===== src/rtl/rr_fwd_stage.sv =====
// Register-read pipeline stage: holds one decoded instruction with its operands,
// forwarding later-stage results into the operands at capture and while stalled.
module rr_fwd_stage #(
  parameter int XLEN    = 32,
  parameter int NUM_FWD = 3,
  parameter int RADDR_W = 5
) (
  input  logic                       clk,
  input  logic                       reset,
  input  logic                       in_valid,
  output logic                       in_ready,
  input  logic [XLEN-1:0]            pc,
  input  logic [RADDR_W-1:0]         rs1_number,
  input  logic [RADDR_W-1:0]         rs2_number,
  input  logic [RADDR_W-1:0]         rd_number,
  input  logic [XLEN-1:0]            immediate,
  input  logic [6:0]                 func7,
  input  logic [2:0]                 func3,
  input  logic [6:0]                 opcode,
  input  logic [XLEN-1:0]            a_val,
  input  logic [XLEN-1:0]            b_val,
  input  logic [NUM_FWD-1:0]         fwd_valid,
  input  logic [NUM_FWD*RADDR_W-1:0] fwd_rd,
  input  logic [NUM_FWD*XLEN-1:0]    fwd_data,
  input  logic                       flush,
  output logic                       out_valid,
  input  logic                       out_ready,
  output logic [XLEN-1:0]            pc_out,
  output logic [RADDR_W-1:0]         rs1_number_out,
  output logic [RADDR_W-1:0]         rs2_number_out,
  output logic [XLEN-1:0]            rs1_val_out,
  output logic [XLEN-1:0]            rs2_val_out,
  output logic [RADDR_W-1:0]         rd_number_out,
  output logic [XLEN-1:0]            immediate_out,
  output logic [6:0]                 func7_out,
  output logic [2:0]                 func3_out,
  output logic [6:0]                 opcode_out
);

  logic               valid_q, valid_d;
  logic [XLEN-1:0]    pc_q, pc_d;
  logic [RADDR_W-1:0] rs1_q, rs1_d;
  logic [RADDR_W-1:0] rs2_q, rs2_d;
  logic [RADDR_W-1:0] rd_q, rd_d;
  logic [XLEN-1:0]    imm_q, imm_d;
  logic [6:0]         f7_q, f7_d;
  logic [2:0]         f3_q, f3_d;
  logic [6:0]         op_q, op_d;
  logic [XLEN-1:0]    v1_q, v1_d;
  logic [XLEN-1:0]    v2_q, v2_d;

  logic               capture;
  logic [RADDR_W-1:0] sel_rs1, sel_rs2;
  logic [XLEN-1:0]    base_v1, base_v2;
  logic [XLEN-1:0]    res_v1, res_v2;

  // Iterating from the oldest source down lets the youngest match overwrite last.
  function automatic logic [XLEN-1:0] resolve(
    input logic [RADDR_W-1:0]         rs,
    input logic [XLEN-1:0]            v,
    input logic [NUM_FWD-1:0]         fv,
    input logic [NUM_FWD*RADDR_W-1:0] frd,
    input logic [NUM_FWD*XLEN-1:0]    fdat
  );
    logic [XLEN-1:0] r;
    r = v;
    for (int i = NUM_FWD - 1; i >= 0; i--) begin
      if (fv[i] && (frd[i*RADDR_W +: RADDR_W] == rs) && (rs != '0)) begin
        r = fdat[i*XLEN +: XLEN];
      end
    end
    return r;
  endfunction

  assign in_ready = !valid_q || out_ready;
  assign capture  = in_valid && in_ready && !flush;

  // One resolver per operand: fed by the incoming instruction on capture,
  // otherwise by the held entry so stalled operands keep snooping.
  assign sel_rs1 = capture ? rs1_number : rs1_q;
  assign sel_rs2 = capture ? rs2_number : rs2_q;
  assign base_v1 = capture ? a_val : v1_q;
  assign base_v2 = capture ? b_val : v2_q;
  assign res_v1  = resolve(sel_rs1, base_v1, fwd_valid, fwd_rd, fwd_data);
  assign res_v2  = resolve(sel_rs2, base_v2, fwd_valid, fwd_rd, fwd_data);

  always_comb begin
    valid_d = valid_q;
    pc_d    = pc_q;
    rs1_d   = rs1_q;
    rs2_d   = rs2_q;
    rd_d    = rd_q;
    imm_d   = imm_q;
    f7_d    = f7_q;
    f3_d    = f3_q;
    op_d    = op_q;
    v1_d    = v1_q;
    v2_d    = v2_q;
    if (flush) begin
      valid_d = 1'b0;
    end else if (capture) begin
      valid_d = 1'b1;
      pc_d    = pc;
      rs1_d   = rs1_number;
      rs2_d   = rs2_number;
      rd_d    = rd_number;
      imm_d   = immediate;
      f7_d    = func7;
      f3_d    = func3;
      op_d    = opcode;
      v1_d    = res_v1;
      v2_d    = res_v2;
    end else if (valid_q && out_ready) begin
      valid_d = 1'b0;
    end else if (valid_q) begin
      v1_d = res_v1;
      v2_d = res_v2;
    end
  end

  always_ff @(posedge clk) begin
    if (reset) begin
      valid_q <= 1'b0;
      pc_q    <= '0;
      rs1_q   <= '0;
      rs2_q   <= '0;
      rd_q    <= '0;
      imm_q   <= '0;
      f7_q    <= '0;
      f3_q    <= '0;
      op_q    <= '0;
      v1_q    <= '0;
      v2_q    <= '0;
    end else begin
      valid_q <= valid_d;
      pc_q    <= pc_d;
      rs1_q   <= rs1_d;
      rs2_q   <= rs2_d;
      rd_q    <= rd_d;
      imm_q   <= imm_d;
      f7_q    <= f7_d;
      f3_q    <= f3_d;
      op_q    <= op_d;
      v1_q    <= v1_d;
      v2_q    <= v2_d;
    end
  end

  assign out_valid      = valid_q;
  assign pc_out         = pc_q;
  assign rs1_number_out = rs1_q;
  assign rs2_number_out = rs2_q;
  assign rd_number_out  = rd_q;
  assign immediate_out  = imm_q;
  assign func7_out      = f7_q;
  assign func3_out      = f3_q;
  assign opcode_out     = op_q;
  assign rs1_val_out    = v1_q;
  assign rs2_val_out    = v2_q;

endmodule


===== config.mk =====
export PLATFORM = sky130hd
export DESIGN_NAME = rr_fwd_stage
export DESIGN_NICKNAME = d
export VERILOG_FILES = /design/src/rtl/rr_fwd_stage.sv
export SDC_FILE = /design/constraint.sdc
export NUM_CORES = 1
export LEC_CHECK = 0
export ABC_AREA = 0
export CAP_MARGIN = 20
export CORE_MARGIN = 5
export CORE_UTILIZATION = 40
export CTS_CLUSTER_SIZE = 30
export DETAILED_ROUTE_END_ITERATION = 10
export PLACE_DENSITY = 0.77
export SYNTH_ARGS = -nofsm -noshare
export SYNTH_HDL_FRONTEND = slang
export SYNTH_SLANG_ARGS = --single-unit
export TNS_END_PERCENT = 20

===== constraint.sdc =====
create_clock -name clk -period 6.6 [get_ports clk]
set_input_delay 1.65 -clock clk [delete_from_list [all_inputs] [get_ports clk]]
set_output_delay 1.65 -clock clk [all_outputs]
set_load 0.02 [all_outputs]

==> impl_results.md, run 1 <==
- Post-synthesis cell count: 1315
- Final Net Count: between 1500 and 2000
- Tcrit/Tclk final: 0.807
- Slew at the pin closest to its max-slew limit: roughly 0.97 ns
- Post-synth ARST share: 0
- Most common cell after layout, fill and taps aside: clkdlybuf4s50_1
- Row count: between 50 and 60
- GP Congestion: about 0.94
- Class of the worst hold path: register to register
- Placed cell area: 0.0146 sq mm
- Die Wd: approximately 170 um
- Clk_skew: 0.0133 ns
- Largest net degree at the start of global routing: 106
- Max-Slew Margin vs Limit: 0.352
- Post-synth EDFFs: 0
- Worst-path maximum fanout: 25
- Final design area excluding fillers: 0.0152 sq mm
- Pwr dens: between 150 and 200 mW/mm^2
- Total Power: around 2700 uW
- Clock buffer count from CTS: 17
- Vias in the first global route: 11300
- Reg clk slew, reported paths: about 0.060 ns
- Vias per cell: 5.92
- Hold Vio Cnt, Final: 0
- All-Layer GR Usage: 0.288
- Worst reg-to-reg setup slack: 2.71 ns
- Post-DRT Antenna Nets: 0
- Hold bufs inserted after CTS: 0
- Post-CTS sizing: 0
- #FFs+latches synth: 161
- Initial antenna violation count: 4
- Total number of vias: around 12000
- Storage element area: 0.00322 sq mm
- Status: completed
- First-pass GRT wire length: between 60 and 70 mm
- Critical path, cell by cell: clkdlybuf4s50_1 > nor2b_4 > inv_2 > clkdlybuf4s50_1
- Setup repair after global routing missed its margin: false
- Mean Syn Cell Area: around 7.8 sq um
- Skew-Pair Late Insertion Delay: 0.42 ns
- CP max-delay cell: clkdlybuf4s50_1
- Layout cells sized above 1: 0.0678
- Setup WS pre-CTS: about 0.97 ns
- Root buf cell: clkbuf_16
- Cell mode on critical path: clkdlybuf4s50_1
- Syn Nets: 1594
- Buffer levels on the longest clock path: 2
- Top Ports: around 440
- Synth-to-Final Area Change: 48.9%
- DRC Markers: 0
- Final setup viols: 0
- M1 GR Usage: 0.345
- Number of max-cap violations: 0
- Setup crit end kind: output port
- CP Launch Type: input pin
- Clock period minus worst slack: 5.32 ns
- GRT Residual Overflow: 0
- Clock sink total: 161
- DP Wirelength: ~32 mm
- CTS H-Tree Depth: 4
- Die Height: between 150 and 200 um
- Commonest cells after routing, fill and taps aside: clkdlybuf4s50_1, nand2_1, dfxtp_1, a21oi_1, inv_1
- Final Max Tran Viols: 0
- Initial Util: 0.406
- WL per Instance: roughly 22 um
- Finished Core Util: 0.605
- Crit path DAT: ~3.7 ns
- Primary flip-flop cell chosen by synthesis mapping: dfxtp_1
- Initial DRC Count: between 1000 and 1500
- Setup WS post-layout: 1.28 ns
- Area of the multi-input gates: between 0.006 and 0.007 sq mm
- Unique masters post-synth: just over 70
- F_max: approximately 190 MHz
- CTS tree: done
- Overall routed net length: 44.3 mm
- M3 GR Usage: 0.0652
- Post-CTS Setup Repair Bufs: 0
- Seq/Total Area, Yosys: 0.316
- # fillers: approximately 2200
- Core Area: ~0.025 sq mm
- Max VDD drop: around 0.00012 V
- Die area: approximately 0.029 sq mm
- Busiest grt layer: met2
- Critical Path Max Stage Delay: 0.65 ns
- DR pass1 iterations: 6
- Synth warn: 0
- GR Layer Usage met2: 0.492
- Leakage power: 0.00530 uW
- Critical path class: input pin to output port
- Area of the mapped netlist: around 0.010 sq mm
- Final setup TNS: 0 ns
- Port-buffer cells: 440
- Crit path required time: around 5.0 ns
-- registers in the layout, indices dropped and copies added (netlist names) --
name,count
immediate_out,32
rs1_val_out,32
func7_out,7
opcode_out,7
pc_out,32
rs2_number_out,5
out_valid,1
rd_number_out,5
rs2_val_out,32
func3_out,3
rs1_number_out,5
-- Yosys cell counts (31+ instances only) --
library cell / n / area [sq um]
nand2_1: 209 / 785
dfxtp_1: 161 / 3220
clkbuf_1: 105 / 394
a21oi_1: 99 / 495
nor2_1: 76 / 285
inv_1: 75 / 282
and3_1: 69 / 432
a21boi_0: 63 / 473
nand3b_1: 62 / 465
o311ai_1: 60 / 526
a31oi_1: 33 / 206
a41oi_1: 33 / 289
o31ai_1: 33 / 248
a311o_1: 32 / 320
a221oi_2: 31 / 465
-- critical path, delay by kind of cell --
| family | cells | cell delay [ns] |
|---|---|---|
| simple gates | 1 | 0.54 |
| buf+inv | 3 | 1.47 |
-- path summary, 6_finish.rpt --
path / from / cells after the start / endpoint
min reg2reg: func3_out[0] / 2 / func3_out[0]
max: out_ready / 4 / in_ready
min: func3_out[0] / 2 / func3_out[0]
max reg2reg: out_valid / 9 / rs1_val_out[31]
-- where the power goes --
part,internal [uW],leakage [uW],switching [uW]
Combinational,340,0.00372,372
Sequential,1010,0.00131,32.6
Clock,506,0.000270,477
-- area by class of cell --
type | count | share of cell area
antenna | 2 | 0.000330
tap | 330 | 0.0272
multi-input combinational | 935 | 0.402
timing repair buffer | 463 | 0.302
inverter | 76 | 0.0188
clock buffer | 18 | 0.0283
sequential | 161 | 0.212
clock inverter | 14 | 0.00973
-- metrics by stage --
| step | hold slack, ns | cells |
|---|---|---|
| floorplan | 0.535 | 1315 |
| global placement | 0.442 | 1965 |
| detailed placement | 0.445 | 1965 |
| CTS | 0.455 | 1997 |
| global route | 0.474 | 1999 |
| finish | 0.452 | 1999 |
-- logic make-up after synthesis --
group / count (synthesis) / share of synthesized area
DFF: 161 / 0.316
and+or+nand+nor: 480 / 0.235
xor gates and xnor gates: 16 / 0.0137
muxes: 3 / 0.00307
AOI/OAI and AO/OA: 436 / 0.338
buffers and inverters: 219 / 0.0939
-- routing by layer --
| layer | vias up | part of all wire |
|---|---|---|
| li1 | 5513 | - |
| met1 | 5512 | 0.37 |
| met2 | 703 | 0.48 |
| met3 | 110 | 0.10 |
| met4 | 4 | 0.042 |
| met5 | - | 0.00047 |
Note: power is estimated with default switching activity, not from simulation.
==> run 2: changes to the inputs <==
--- a/config.mk
+++ b/config.mk
@@ -8,10 +8,10 @@
 export ABC_AREA = 0
 export CAP_MARGIN = 20
 export CORE_MARGIN = 5
-export CORE_UTILIZATION = 40
+export CORE_UTILIZATION = 39
 export CTS_CLUSTER_SIZE = 30
 export DETAILED_ROUTE_END_ITERATION = 10
-export PLACE_DENSITY = 0.77
+export PLACE_DENSITY = 0.78
 export SYNTH_ARGS = -nofsm -noshare
 export SYNTH_HDL_FRONTEND = slang
 export SYNTH_SLANG_ARGS = --single-unit
==> constraint.sdc (replaced) <==
create_clock -name clk -period 4.4 [get_ports clk]
set_input_delay 1.1 -clock clk [delete_from_list [all_inputs] [get_ports clk]]
set_output_delay 1.1 -clock clk [all_outputs]
set_load 0.02 [all_outputs]
==> impl_results.md, run 2 (same netlist as run 1, synthesis figures left out) <==
- All-Layer GR Usage: 0.294
- Die area: roughly 0.029 sq mm
- Vias in the first global route: about 12000
- CTS H-Tree Depth: 4
- GP Congestion: 1.04
- Hold bufs inserted after CTS: 0
- CTS tree: done
- Setup WS pre-CTS: 0.130 ns
- Setup WS post-layout: between 0.4 and 0.5 ns
- Max-Slew Margin vs Limit: 0.242
- DP Wirelength: 32.6 mm
- First-pass GRT wire length: ~70 mm
- Most common cell after layout, fill and taps aside: clkdlybuf4s50_1
- Commonest cells after routing, fill and taps aside: clkdlybuf4s50_1, nand2_1, dfxtp_1, a21oi_1, inv_1
- Initial DRC Count: about 1100
- Post-DRT Antenna Nets: 0
- Slew at the pin closest to its max-slew limit: between 1 and 1.5 ns
- Crit path required time: around 4.8 ns
- Status: completed
- Buffer levels on the longest clock path: 2
- Worst-path maximum fanout: 24
- Class of the worst hold path: register to register
- Crit. path cell count: 9
- # fillers: around 2300
- Port-buffer cells: 440
- Initial Util: 0.394
- FF-to-FF path depth: 9
- Buf/Inv on CP: 2
- Leakage power: around 0.0054 uW
- CP Launch Type: input pin
- Final setup viols: 0
- Layout cells sized above 1: 0.0772
- Critical path class: input pin to register
- Critical path, cell by cell: clkdlybuf4s50_1 > nand2b_4 > nor2_4 > mux2i_1 > a221oi_4 > and2_1 > buf_4 > o311ai_1 > a31oi_1
- Max VDD drop: between 0.0002 and 0.00025 V
- Tcrit/Tclk final: 0.893
- Post-CTS sizing: 0
- Finished Core Util: 0.594
- Die Wd: roughly 170 um
- Setup crit end kind: register
- DRC Markers: 0
- CP max-delay cell: and2_1
- Clock sink total: between 150 and 200
- Skew-Pair Late Insertion Delay: around 0.42 ns
- Die Height: about 170 um
- Clock buffer count from CTS: 17
- WL per Instance: 22.7 um
- Overall routed net length: 45.9 mm
- Pwr dens: approximately 270 mW/mm^2
- Final setup TNS: 0 ns
- Largest net degree at the start of global routing: 94
- Reg clk slew, reported paths: approximately 0.08 ns
- Clock period minus worst slack: between 3 and 4 ns
- Hold Vio Cnt, Final: 0
- Row count: 59
- Number of max-cap violations: 0
- DR pass1 iterations: 6
- GRT Residual Overflow: 0
- Post-CTS Setup Repair Bufs: 0
- Clk_skew: between 0.01 and 0.015 ns
- F_max: ~250 MHz
- Core Area: 0.0259 sq mm
- Top Family by Delay on Critical Path: simple AND/OR/NAND/NOR gates
- Worst reg-to-reg setup slack: between 1 and 1.5 ns
- Final Net Count: about 2000
- Crit path DAT: 4.28 ns
- Root buf cell: clkbuf_16
- Total number of vias: between 10000 and 15000
- Synth-to-Final Area Change: 50.9%
- Hold depth: 2
- Final Max Tran Viols: 0
- Top Ports: 441
- Initial antenna violation count: 1
- Critical Path Max Stage Delay: between 0.9 and 1 ns
- Setup repair after global routing missed its margin: false
- Vias per cell: ~6.0
[run 2: cell count changes in the layout (fill, tap and decap cells not counted), moves of 2 or more]
cell / previous run / this run
buf_4: 23 / 33
clkinv_8: 2 / 4
inv_8: 6 / 4
buf_12: 0 / 6
clkinv_4: 1 / 3
clkinvlp_4: 4 / 1
[run 2: worst reg2reg max path, delay by kind of cell (launching register included)]
kind / cells / cell delay [ns]
AO/OA/AOI/OAI: 3 / 0.75
buffers and inverters: 2 / 0.51
flip-flops: 1 / 0.33
multiplexers: 1 / 0.19
AND/OR/NAND/NOR: 3 / 1.22
[run 2: report_power, final]
group / switching, uW / internal (uW)
logic: 575 / 526
registers: 48.2 / 1520
clock network: 720 / 763
total: 1340 / 2810
[run 2: worst paths after layout]
| kind | end | startpoint |
|---|---|---|
| min | immediate_out[12] | immediate_out[12] |
| max | rs2_val_out[3] | flush |
| max reg2reg | rs2_val_out[3] | out_valid |
| min reg2reg | immediate_out[12] | immediate_out[12] |
[run 2: per-layer routing]
layer / share of wire / vias to the layer above / track usage
li1: - / 5556 / -
met2: 0.48 / 756 / 0.499
met3: 0.11 / 132 / 0.0761
met1: 0.37 / 5680 / 0.343
met4: 0.048 / 0 / 0.149
met5: 0 / - / 0
[run 2: final cells by class]
type,count,area [sq um],share of cell area
antenna,1,2.50,0.000163
clock buffer,17,425,0.0276
clock inverter,15,166,0.0108
inverter,76,285,0.0185
multi-input combinational,935,6090,0.396
sequential,161,3220,0.209
tap,335,419,0.0272
timing repair buffer,479,4770,0.310
[run 2: through the flow]
step,power [uW],area [sq um],cells,hold slack (ns)
finish,4150,15400,2019,0.454
global placement,2680,14800,1986,0.442
detailed placement,2690,14800,1986,0.446
floorplan,2110,10200,1315,0.535
CTS,4180,15400,2018,0.456
global route,4320,15400,2019,0.467
==> run 3: changes to the inputs <==
--- a/config.mk
+++ b/config.mk
@@ -8,10 +8,9 @@
 export ABC_AREA = 0
 export CAP_MARGIN = 20
 export CORE_MARGIN = 5
-export CORE_UTILIZATION = 39
+export CORE_UTILIZATION = 28
 export CTS_CLUSTER_SIZE = 30
 export DETAILED_ROUTE_END_ITERATION = 10
-export PLACE_DENSITY = 0.78
 export SYNTH_ARGS = -nofsm -noshare
 export SYNTH_HDL_FRONTEND = slang
 export SYNTH_SLANG_ARGS = --single-unit
==> constraint.sdc (replaced) <==
create_clock -name clk -period 5 [get_ports clk]
set_input_delay 1.25 -clock clk [delete_from_list [all_inputs] [get_ports clk]]
set_output_delay 1.25 -clock clk [all_outputs]
set_load 0.02 [all_outputs]
==> impl_results.md, run 3 (same netlist as run 1, synthesis figures left out) <==
- First-pass GRT wire length: 73.1 mm
- Pwr dens: approximately 240 mW/mm^2
- Crit path DAT: approximately 3 ns
- Crit path required time: around 3.8 ns
- Hold bufs inserted after CTS: 0
- Core Area: 0.0363 sq mm
- # fillers: approximately 3700
- Hold depth: 2
- DRC Markers: 0
- Final Net Count: 1956
- Buffer levels on the longest clock path: 2
- Post-CTS sizing: 0
- Port-buffer cells: 440
- Final Max Tran Viols: 0
- Vias in the first global route: between 10000 and 15000
- Reg clk slew, reported paths: 0.07 ns
- WL per Instance: approximately 22 um
- All-Layer GR Usage: 0.227
- Root buf cell: clkbuf_16
- Clock period minus worst slack: about 4.2 ns
- Final setup viols: 0
- Die Height: 201 um
- Clock sink total: around 160
- Number of max-cap violations: 0
- Post-DRT Antenna Nets: 0
- Clock buffer count from CTS: 17
- Post-CTS Setup Repair Bufs: 0
- Commonest cells after routing, fill and taps aside: clkdlybuf4s50_1, nand2_1, dfxtp_1, a21oi_1, inv_1
- Row count: 70
- Initial Util: 0.281
- Die Wd: about 200 um
- Hold Vio Cnt, Final: 0
- CP Launch Type: input pin
- DR pass1 iterations: 5
- Setup repair after global routing missed its margin: false
- Skew-Pair Late Insertion Delay: between 0.4 and 0.5 ns
- Top Ports: 441
- Synth-to-Final Area Change: 53.5%
- Tcrit/Tclk final: 0.842
- Finished Core Util: 0.432
- GP Congestion: approximately 0.93
- Worst reg-to-reg setup slack: 1.87 ns
- Initial DRC Count: between 700 and 800
- Largest net degree at the start of global routing: 107
- GRT Residual Overflow: 0
- R2r startpoint: out_valid
- Critical path class: input pin to output port
- Status: completed
- Worst-path maximum fanout: 14
- Total number of vias: 11900
- Hold Path Origin: func3_out[0]
- DP Wirelength: about 35 mm
- Clk_skew: just under 0.009 ns
- CTS tree: done
- Max VDD drop: 0.000132 V
- Setup crit end kind: output port
- CTS H-Tree Depth: 4
- F_max: about 240 MHz
- Worst hold endpoint: func3_out[0]
- Final setup TNS: 0 ns
- Leakage power: about 0.0055 uW
- Total Power: 3800 uW
- FF-to-FF path depth: 8
- Reg2reg end: rs1_val_out[31]
- Slew at the pin closest to its max-slew limit: ~1.1 ns
- Overall routed net length: 48.2 mm
- Die area: ~0.04 sq mm
- Layout cells sized above 1: 0.0805
- Class of the worst hold path: register to register
- Placed cell area: about 0.015 sq mm
- Initial antenna violation count: 4
- Fin Hold WS: roughly 0.45 ns
- Most common cell after layout, fill and taps aside: clkdlybuf4s50_1
- Max-Slew Margin vs Limit: 0.280
- Vias per cell: approximately 5.5
- Final design area excluding fillers: roughly 0.016 sq mm
run 3: cell types whose count changed in the layout (fill, tap and decap cells not counted), sizes merged:
cell	previous run	this run
clkinvlp	1	2
clkinv	8	0
inv	82	85
bufinv	0	3
buf	40	47
run 3: worst max-delay path by stage:
stage,end,start
final,in_ready,out_ready
after global routing,in_ready,out_ready
after CTS,in_ready,out_ready
after detailed placement,rs1_val_out[31],out_ready
after global placement,rs1_val_out[31],out_ready
after floorplan,rs1_val_out[1],out_ready
run 3: final cells by class:
cell class | count | area [sq um] | area share
Antenna cell | 1 | 2.50 | 0.000160
Clock buffer | 17 | 425 | 0.0272
Clock inverter | 14 | 194 | 0.0124
Inverter | 76 | 285 | 0.0182
Multi-Input combinational cell | 935 | 6100 | 0.390
Sequential cell | 161 | 3220 | 0.206
Tap cell | 468 | 586 | 0.0374
Timing Repair Buffer | 486 | 4840 | 0.309
run 3: routing by layer:
metal  GRT usage  up-vias  routed length [um]
li1            -     5564                   -
met1       0.290     5704               20700
met2       0.384      550               22800
met3      0.0535       75                3470
met4      0.0666        8                1260
met5           0        -                  48
run 3: where the power goes:
part	total (uW)	leakage (uW)	internal [uW]	switching (uW)
clock network	1440	0.000299	807	634
logic	978	0.00386	467	510
registers	1380	0.00131	1340	41.5
run 3: critical path: stages:
cell and delay [ns]:
clkdlybuf4s50_1 0.44, nor2b_4 0.39, inv_2 0.09, buf_4 0.21, clkdlybuf4s50_1 0.57
run 3: through the flow:
| step | setup WS (ns) | std cells |
|---|---|---|
| finish | 0.790 | 2158 |
| global route | 0.738 | 2157 |
| CTS | 0.798 | 2157 |
| detailed placement | 0.541 | 2126 |
| global placement | 0.610 | 2126 |
| floorplan | 1.76 | 1315 |
